`src/rtl/hash_round_ctrl.sv`:
```
// hash_round_ctrl: round sequencer for the hash datapath.
// Accepts a message, drives the external 3-bit round counter (init/en/co),
// strobes load/step/finalize, then holds the result until it is taken.
// Optional build macro HASH_ROUND_CTRL_SHADOW_EN adds an internal shadow
// counter that cross-checks rnd_co and raises a sticky err on disagreement.
module hash_round_ctrl #(
    parameter int ROUNDS = 5
) (
    input  logic clk,
    input  logic rst,
    input  logic in_valid,
    output logic in_ready,
    input  logic abort,
    output logic ld_msg,
    output logic rnd_init,
    output logic rnd_en,
    input  logic rnd_co,
    output logic rnd_step,
    output logic fin,
    output logic out_valid,
    input  logic out_ready,
    output logic busy,
    output logic err
);

    localparam logic [2:0] IDLE  = 3'd0;
    localparam logic [2:0] INIT  = 3'd1;
    localparam logic [2:0] RUN   = 3'd2;
    localparam logic [2:0] FINAL = 3'd3;
    localparam logic [2:0] HOLD  = 3'd4;

    localparam logic [2:0] ROUNDS_CNT = 3'(ROUNDS);

    logic [2:0] state;
    logic [2:0] state_next;
    logic       shadow_err;

`ifdef HASH_ROUND_CTRL_SHADOW_EN
    logic [2:0] shadow;
    logic       err_q;

    // Shadow of the external round counter: cleared in INIT, follows rnd_en.
    always_ff @(posedge clk) begin
        if (rst) begin
            shadow <= 3'd0;
        end else if (state == INIT) begin
            shadow <= 3'd0;
        end else if (rnd_en) begin
            shadow <= shadow + 3'd1;
        end
    end

    // Carry-out and shadow count must agree while rounds are running.
    always_comb begin
        shadow_err = 1'b0;
        if (state == RUN) begin
            shadow_err = (rnd_co && (shadow != ROUNDS_CNT)) ||
                         (!rnd_co && (shadow == ROUNDS_CNT));
        end
    end

    // Sticky error flag; an abort in the same cycle takes precedence.
    always_ff @(posedge clk) begin
        if (rst) begin
            err_q <= 1'b0;
        end else if (shadow_err && !abort) begin
            err_q <= 1'b1;
        end
    end

    assign err = err_q;
`else
    assign shadow_err = 1'b0;
    assign err        = 1'b0;
`endif

    // State register; reset discards any job in flight.
    always_ff @(posedge clk) begin
        if (rst) begin
            state <= IDLE;
        end else begin
            state <= state_next;
        end
    end

    // Next-state decode; abort beats both rnd_co and out_ready.
    always_comb begin
        state_next = state;
        case (state)
            IDLE: begin
                if (in_valid && !abort) begin
                    state_next = INIT;
                end
            end
            INIT: begin
                state_next = abort ? IDLE : RUN;
            end
            RUN: begin
                if (abort || shadow_err) begin
                    state_next = IDLE;
                end else if (rnd_co) begin
                    state_next = FINAL;
                end
            end
            FINAL: begin
                state_next = abort ? IDLE : HOLD;
            end
            HOLD: begin
                if (abort || out_ready) begin
                    state_next = IDLE;
                end
            end
            default: begin
                state_next = IDLE;
            end
        endcase
    end

    // Output decode; strobes are mutually exclusive, an abort or shadow
    // mismatch replaces the normal strobe with a counter clear.
    always_comb begin
        in_ready  = (state == IDLE);
        busy      = (state != IDLE);
        out_valid = (state == HOLD);
        ld_msg    = (state == IDLE) && in_valid && !abort;
        rnd_init  = (state == INIT) ||
                    ((state != IDLE) && abort) ||
                    shadow_err;
        rnd_step  = (state == RUN) && !rnd_co && !abort && !shadow_err;
        rnd_en    = rnd_step;
        fin       = (state == FINAL) && !abort;
    end

endmodule

```
`config.mk`:
```
export PLATFORM = sky130hd
export DESIGN_NAME = hash_round_ctrl
export DESIGN_NICKNAME = d
export VERILOG_FILES = /design/src/rtl/hash_round_ctrl.sv
export SDC_FILE = /design/constraint.sdc
export NUM_CORES = 1
export LEC_CHECK = 0
export ABC_CLOCK_PERIOD_IN_PS = 1800
export CORE_AREA = 2 2 39 41
export DETAILED_ROUTE_END_ITERATION = 16
export DIE_AREA = 0 0 41 43
export DONT_BUFFER_PORTS = 1
export PLACE_DENSITY_LB_ADDON = 0.25
export RECOVER_POWER = 100
export SLEW_MARGIN = 20
export SYNTH_ARGS = -nofsm -noshare
export SYNTH_HDL_FRONTEND = slang
export SYNTH_SLANG_ARGS = --single-unit
export TNS_END_PERCENT = 30
```
`constraint.sdc`:
```
create_clock -name clk -period 1.8 [get_ports clk]
set_clock_uncertainty 0.05 [all_clocks]
set_input_delay 0.18 -clock clk [delete_from_list [all_inputs] [get_ports clk]]
set_output_delay 0.18 -clock clk [all_outputs]
set_load 0.02 [all_outputs]
```
==> impl_metrics.json, run 1 <==
{
  "synth.area.top_cells": "dfxtp_1, nor3_1, a21oi_1, buf_4, nor2_1",
  "nNetsFinal": 44,
  "cts_setup_buffers": 0,
  "die_w_um": 41,
  "largestRegisters": "state: 3 flops",
  "pre_cts_slack_ns": 0.3593,
  "globalRouteTotalUtil": 0.07329,
  "syn2layout_area_growth_pct": 13.16,
  "cts_tree": "yes",
  "setup.worst_path.class": "flip-flop to output port",
  "r2r_end": "state[2]",
  "antenna_found_initial": 0,
  "row_count": 14,
  "final_util": 0.1944,
  "finalSetupViolCount": 0,
  "hold_viol_final": 0,
  "ys.warnings.count": 0,
  "die_h_um": 43,
  "overflow": 0,
  "synth.top_cell.area_share": 0.2526,
  "htree_levels": 1,
  "syn-num-nets": 39,
  "slew_viol_final": 0,
  "drt-initial-drc-count": 3,
  "via_per_inst": 4.189,
  "drive_gt1_frac": 0.1351,
  "synth_seq_cells": 3,
  "clk_pin_slew_ns": 0.04,
  "cp-end-kind": "output port",
  "r2r_setup_slack_ns": 0.56,
  "die_area_um2": 1763,
  "finalWirelength_um": 508,
  "endpoint": "ld_msg",
  "top_register": "state",
  "wl_per_cell_um": 9.585,
  "ant_nets": 0,
  "ys_seq_area_frac": 0.2526,
  "dr_total_vias": 222,
  "peakVddDrop_uv": 289.0,
  "rsz0062_at_grt": "false",
  "max_freq_mhz": 592.8,
  "io_buffer_count": 0,
  "cp_data_required_time_ns": 1.57,
  "grt_max_degree": 10,
  "yosysTopAreaCell": "dfxtp_1",
  "cts.sinks": 3,
  "holdCritPathClass": "primary input to flip-flop",
  "core-area_um2": 1384,
  "fin_setup_tns_ns": 0,
  "r2r_cells": 4,
  "outcome": "finished clean",
  "worstPathArrival_ns": 1.46,
  "drt_pass1_iterations": 2,
  "fin_crit_ns": 1.687,
  "clockBufferDepth": 2,
  "post-route-period-util": 0.9372,
  "antenna_cells": 0,
  "cp_max_fo": 9,
  "cap_violations": 0,
  "holdBufCountCts": 1,
  "largest_reg_flops": 3,
  "cts-root-buf": "clkbuf_4",
  "whs_path_depth": 2,
  "startpoint": "state[1]",
  "synthCells": 33,
  "worst_slack_ns": 0.1130,
  "netlist_area_um2": 237.7,
  "numCtsBuffers": 3,
  "place_congestion": 0.6600,
  "p_leak_nw": 0.1050,
  "first_global_vias": 203,
  "ctsResizeCount": 0,
  "start_util": 0.1718,
  "ys_types": 18,
  "powerDensity_nw_per_um2": 1045,
  "io_pins": 15,
  "grt_pass1_wl_um": 779,
  "route.detailed.drc": 0,
  "syn_area_per_cell_um2": 7.204,
  "post-dp-hpwl_um": 394,
  "startpoint_type": "flip-flop",
  "clk_latency_ns": 0.23,
  "r2r_start": "state[1]",
  "final_cell_mix": "nor2_1, nor3_1"
}
==> stage by stage <==
| step | area (um^2) | power, mW | hold WS [ns] | instances |
|---|---|---|---|---|
| 4_1_cts | 282.8 | 0.2944 | 0.04881 | 53 |
| 2_1_floorplan | 237.7 | 0.1619 | 0.2067 | 33 |
| 3_3_place_gp | 246.5 | 0.1711 | 0.2102 | 48 |
| 6_report | 269.0 | 0.2812 | 0.05929 | 53 |
| 5_1_grt | 269.0 | 0.3080 | 0.06291 | 53 |
| 3_5_place_dp | 246.5 | 0.1694 | 0.2142 | 48 |
==> critical path, cell delays in order, from the launching register on <==
cell     delay [ns]
dfxtp_1        0.37
or3_4          0.44
inv_2          0.13
and3_1         0.29
==> area by class of cell <==
type / count / area, um^2
tap: 16 / 20.02
timing repair buffer: 3 / 17.52
inverter: 3 / 11.26
sequential: 3 / 60.06
multi-input combinational: 24 / 133.9
clock buffer: 4 / 26.28
fill: 164 / 1115
==> cells in the mapped netlist, drive strengths merged <==
master,n
and3,1
a21oi,3
inv,3
nor2,4
and2,1
and4,1
o31a,1
nor3b,1
conb,1
or3,1
nand2,3
buf,3
o21a,2
dfxtp,3
nor3,4
o21ai,1
==> how the worst min path moves through the flow <==
stage	start	end	slack (ns)
final	rst	state[1]	0.06
after global routing	rst	state[1]	0.06
after CTS	rst	state[1]	0.05
after detailed placement	rst	state[0]	0.21
after global placement	rst	state[0]	0.21
after floorplan	rst	state[0]	0.21
==> cells by family (layout without fill, tap and decap cells) <==
group,Yosys count,after routing,share of synthesized area
buffers and inverters,6,10,0.1579
AO/OA/AOI/OAI,7,7,0.1842
other,1,1,0.01577
AND/OR/NAND/NOR,16,16,0.3895
flip-flops,3,3,0.2526
==> per-layer routing <==
metal,global-route usage,routed length [um],part of all wire,vias up
met5,0,0,0,-
met4,0.06000,4,0.0079,0
met3,0.07330,81,0.16,2
met2,0.08125,196,0.39,11
met1,0.07717,226,0.44,92
li1,-,-,-,117
==> power by group <==
group	total (mW)	switching, mW	internal, mW
sequential	0.0840	0.0110	0.0730
clock	0.115	0.0325	0.0829
combinational	0.0818	0.0536	0.0281
No activity file was read; power rests on OpenSTA's default activity.
==> inputs of run 2 (changes only) <==
Settings changed: CTS_BUF_LIST set to sky130_fd_sc_hd__clkbuf_16, REMOVE_ABC_BUFFERS set to 1.
==> run 2 against run 1 <==
Against the previous run:
- total power increased by 83%
- critical path depth unchanged
- core utilization increased by 3.8 points
- largest cell class unchanged
- largest power group unchanged
- highest routed layer unchanged
==> impl_metrics.json, run 2 (synthesis gave the netlist of run 1 again) <==
{
  "outcome": "finished clean",
  "io_pins": 15,
  "r2r_end": "state[2]",
  "internal_power_uw": 387.9,
  "worstHoldEndpoint": "state[1]",
  "cts.sinks": 3,
  "row_count": 14,
  "htree_levels": 1,
  "post-dp-hpwl_um": 384.1,
  "grt_max_degree": 10,
  "dr_total_vias": 224,
  "pre_cts_slack_ns": 0.3560,
  "finalWirelength_um": 499,
  "die_w_um": 41,
  "final_area_um2": 321.6,
  "peakVddDrop_uv": 310.7,
  "io_buffer_count": 0,
  "hold_viol_final": 0,
  "numCtsBuffers": 3,
  "post-route-period-util": 0.9309,
  "clockBufferDepth": 2,
  "syn2layout_area_growth_pct": 35.26,
  "switching_share": 0.2459,
  "slew_viol_final": 0,
  "first_global_vias": 206,
  "route.detailed.drc": 0,
  "r2r_cells": 5,
  "cts_tree": "yes",
  "clk_pin_slew_ns": 0.03,
  "antenna_found_initial": 0,
  "largest_reg_flops": 3,
  "final_cell_mix": "nor2_1, nor3_1",
  "cts-root-buf": "clkbuf_16",
  "globalRouteTotalUtil": 0.07229,
  "hold_slack_ns": 0.06379,
  "r2r_setup_slack_ns": 0.58,
  "startpoint_type": "flip-flop",
  "antenna_cells": 0,
  "p_comb_frac": 0.158,
  "worst_slack_ns": 0.1243,
  "via_per_inst": 4.226,
  "cp-end-kind": "output port",
  "pwr-share-clk": 0.680,
  "clk_latency_ns": 0.22,
  "die_h_um": 43,
  "drt-initial-drc-count": 2,
  "die_area_um2": 1763,
  "worstPathArrival_ns": 1.45,
  "overflow": 0,
  "whs_path_depth": 2,
  "ant_nets": 0,
  "cp_data_required_time_ns": 1.57,
  "start_util": 0.1718,
  "cts_setup_buffers": 0,
  "placed_area_um2": 246.5,
  "holdCritPathClass": "primary input to flip-flop",
  "largestRegisters": "state: 3 flops",
  "setup.worst_path.class": "flip-flop to output port",
  "place_congestion": 0.5514,
  "multi_input_area_um2": 133.9,
  "r2r_start": "state[2]",
  "powerDensity_nw_per_um2": 1600,
  "drive_gt1_frac": 0.1351,
  "top_register": "state",
  "p_leak_nw": 0.1323,
  "regArea_um2": 60.06,
  "fin_setup_tns_ns": 0,
  "cap_violations": 0,
  "drt_pass1_iterations": 4,
  "power_frac_seq": 0.163,
  "max_freq_mhz": 596.8,
  "nNetsFinal": 44,
  "min-delay-start": "rst",
  "p_sw_uw": 126.5,
  "core-area_um2": 1384,
  "wl_per_cell_um": 9.415,
  "finalSetupViolCount": 0,
  "fillers": 169,
  "grt_pass1_wl_um": 731,
  "rsz0062_at_grt": "false",
  "fin_crit_ns": 1.676,
  "cp_max_fo": 9
}
-- run 2: metrics by stage --
step                cells  total power, mW  utilization
floorplan              30           0.1535            -
global placement       48           0.1704       0.1781
detailed placement     48           0.1685       0.1781
CTS                    53           0.5240       0.2423
global route           53           0.5388       0.2324
finish                 53           0.5143       0.2324
-- run 2: what timing repair did --
| item | 4_1_cts | 5_1_grt |
|---|---|---|
| resized for setup | 0 | 0 |
| hold buffers | 1 | 0 |
| endpoints found under the hold margin | 2 | 0 |
-- run 2: final cells by class --
type	instances	share of cell area
multi-input cells	24	0.4163
clock buffers	3	0.2335
flip-flops and latches	3	0.1868
well taps	16	0.06226
repair buffers	3	0.05447
inverters	3	0.03502
clock inverters	1	0.01167
-- run 2: metal layers --
layer | vias up | routed length [um] | global-route usage
li1 | 116 | - | -
met5 | - | 0 | 0
met4 | 0 | 27 | 0.1000
met1 | 92 | 178 | 0.05145
met3 | 3 | 65 | 0.05236
met2 | 13 | 228 | 0.09688
-- run 2: worst max path at each step --
stage	from	to	slack, ns
3_5_place_dp	state[1]	ld_msg	0.36
6_report	state[1]	ld_msg	0.12
5_1_grt	state[1]	ld_msg	0.04
3_3_place_gp	state[1]	ld_msg	0.35
4_1_cts	state[1]	ld_msg	0.12
2_1_floorplan	state[0]	ld_msg	0.40
-- run 2: worst max-delay path, stage by stage (launching register included) --
cell     delay, ns
dfxtp_1       0.37
or3_4         0.44
inv_2         0.13
and3_1        0.28
-- run 2: power by group through the flow --
stage / Clock (mW) / Sequential, mW / Combinational (mW)
global placement: 0 / 0.0848 / 0.0856
global route: 0.362 / 0.0856 / 0.0912
finish: 0.350 / 0.0837 / 0.0810
floorplan: 0 / 0.0821 / 0.0714
detailed placement: 0 / 0.0846 / 0.0839
CTS: 0.354 / 0.0838 / 0.0863
==> inputs of run 3 (changes only) <==
Settings changed: MAX_ROUTING_LAYER set to met4.
==> run 3 against run 2 <==
Against the previous run:
- non-clock buffer count unchanged
- largest power group unchanged
- highest routed layer unchanged
- first-iteration DRC count did not move
- global-route usage grew 0.18 points
- hold slack unchanged
- worst setup slack hardly changed
- design area did not move
- flip-flop and latch count did not move
- sequential power about the same
==> impl_metrics.json, run 3 (synthesis gave the netlist of run 1 again) <==
{
  "outcome": "finished clean",
  "grt_pass1_wl_um": 731,
  "worstPathArrival_ns": 1.45,
  "p_comb_frac": 0.158,
  "worstHoldEndpoint": "state[1]",
  "top_register": "state",
  "via_per_inst": 4.226,
  "final_cell_mix": "nor2_1, nor3_1",
  "antenna_found_initial": 0,
  "r2r_start": "state[2]",
  "io_buffer_count": 0,
  "p_leak_nw": 0.1323,
  "cts.sinks": 3,
  "startpoint_type": "flip-flop",
  "post-route-period-util": 0.9309,
  "stdcell_count": 53,
  "hold_viol_final": 0,
  "slowest_delay_ns": 0.44,
  "ant_nets": 0,
  "overflow": 0,
  "hold_slack_ns": 0.06379,
  "post-dp-hpwl_um": 384.1,
  "finalSetupViolCount": 0,
  "max_freq_mhz": 596.8,
  "clk_latency_ns": 0.22,
  "whs_path_depth": 2,
  "setup.worst_path.class": "flip-flop to output port",
  "critPathSlowestCell": "or3_4",
  "p_sw_uw": 126.4,
  "cp-end-kind": "output port",
  "drt-initial-drc-count": 2,
  "fin_setup_tns_ns": 0,
  "first_global_vias": 205,
  "peakVddDrop_uv": 310.7,
  "globalRouteTotalUtil": 0.07407,
  "ctsResizeCount": 0,
  "nNetsFinal": 44,
  "numCtsBuffers": 3,
  "grt_max_degree": 10,
  "die_h_um": 43,
  "antenna_cells": 0,
  "drt_pass1_iterations": 4,
  "core-area_um2": 1384,
  "cp_max_fo": 9,
  "r2r_cells": 5,
  "clockBufferDepth": 2,
  "largest_reg_flops": 3,
  "place_congestion": 0.5534,
  "r2r_setup_slack_ns": 0.58,
  "wl_per_cell_um": 9.415,
  "io_pins": 15,
  "regArea_um2": 60.06,
  "cts-root-buf": "clkbuf_16",
  "powerDensity_nw_per_um2": 1599,
  "die_w_um": 41,
  "clk_pin_slew_ns": 0.03,
  "largestRegisters": "state: 3 flops",
  "min-delay-start": "rst",
  "slew_viol_final": 0,
  "start_util": 0.1718,
  "finalWirelength_um": 499,
  "switching_share": 0.2458,
  "row_count": 14,
  "power_frac_seq": 0.163,
  "pwr-share-clk": 0.680,
  "placed_cells": 48,
  "final_util": 0.2324,
  "route.detailed.drc": 0,
  "r2r_end": "state[2]",
  "cts_tree": "yes",
  "fillers": 169,
  "die_area_um2": 1763,
  "syn2layout_area_growth_pct": 35.26,
  "dr_total_vias": 224,
  "multi_input_area_um2": 133.9,
  "holdCritPathClass": "primary input to flip-flop",
  "rsz0062_at_grt": "false",
  "drive_gt1_frac": 0.1351,
  "internal_power_uw": 387.9,
  "cp_data_required_time_ns": 1.57,
  "fin_crit_ns": 1.676,
  "power_uw": 514.3,
  "cap_violations": 0,
  "crit_chain": "or3_4 > inv_2 > and3_1",
  "htree_levels": 1
}
==> run 3: how the worst max path moves through the flow <==
stage,end,startpoint,cells past startpoint
global route,ld_msg,state[1],3
finish,ld_msg,state[1],3
detailed placement,ld_msg,state[1],3
CTS,ld_msg,state[1],3
floorplan,ld_msg,state[0],3
global placement,ld_msg,state[1],3
==> run 3: per-layer routing <==
metal  wire (um)  vias up  share of wire  global-route usage
met5           0        -              0                   -
met4          27        0          0.054              0.1000
met3          65        3           0.13             0.04712
met2         228       13           0.46             0.09688
met1         177       92           0.35             0.05466
li1            -      116              -                   -
==> run 3: timing repair <==
| action | CTS | global route |
|---|---|---|
| setup endpoints to repair | 0 | 0 |
| hold buffers | 1 | 0 |
| endpoints found under the hold margin | 2 | 0 |
| buffers inserted | 0 | 0 |
==> run 3: power groups by stage <==
stage | combinational (mW) | clock, mW | sequential [mW]
after floorplan | 0.0714 | 0 | 0.0821
after global placement | 0.0856 | 0 | 0.0848
after detailed placement | 0.0839 | 0 | 0.0846
after CTS | 0.0863 | 0.354 | 0.0838
after global routing | 0.0911 | 0.362 | 0.0856
final | 0.0810 | 0.350 | 0.0837
==> run 3: area by class of cell <==
type,count,area share
Multi-Input combinational cell,24,0.4163
Clock buffer,3,0.2335
Sequential cell,3,0.1868
Tap cell,16,0.06226
Timing Repair Buffer,3,0.05447
Inverter,3,0.03502
Clock inverter,1,0.01167
==> run 3: worst max-delay path, delay by kind of cell (launching register included) <==
kind                   cells  cell delay (ns)
flip-flops                 1             0.37
AND/OR/NAND/NOR            2             0.72
buffers and inverters      1             0.13
==> run 3: metrics by stage <==
step           worst slack [ns]  instance area (um^2)
2_1_floorplan            0.4008                 211.5
3_3_place_gp             0.3455                 246.5
3_5_place_dp             0.3560                 246.5
4_1_cts                  0.1190                 335.3
5_1_grt                 0.03796                 321.6
6_report                 0.1243                 321.6
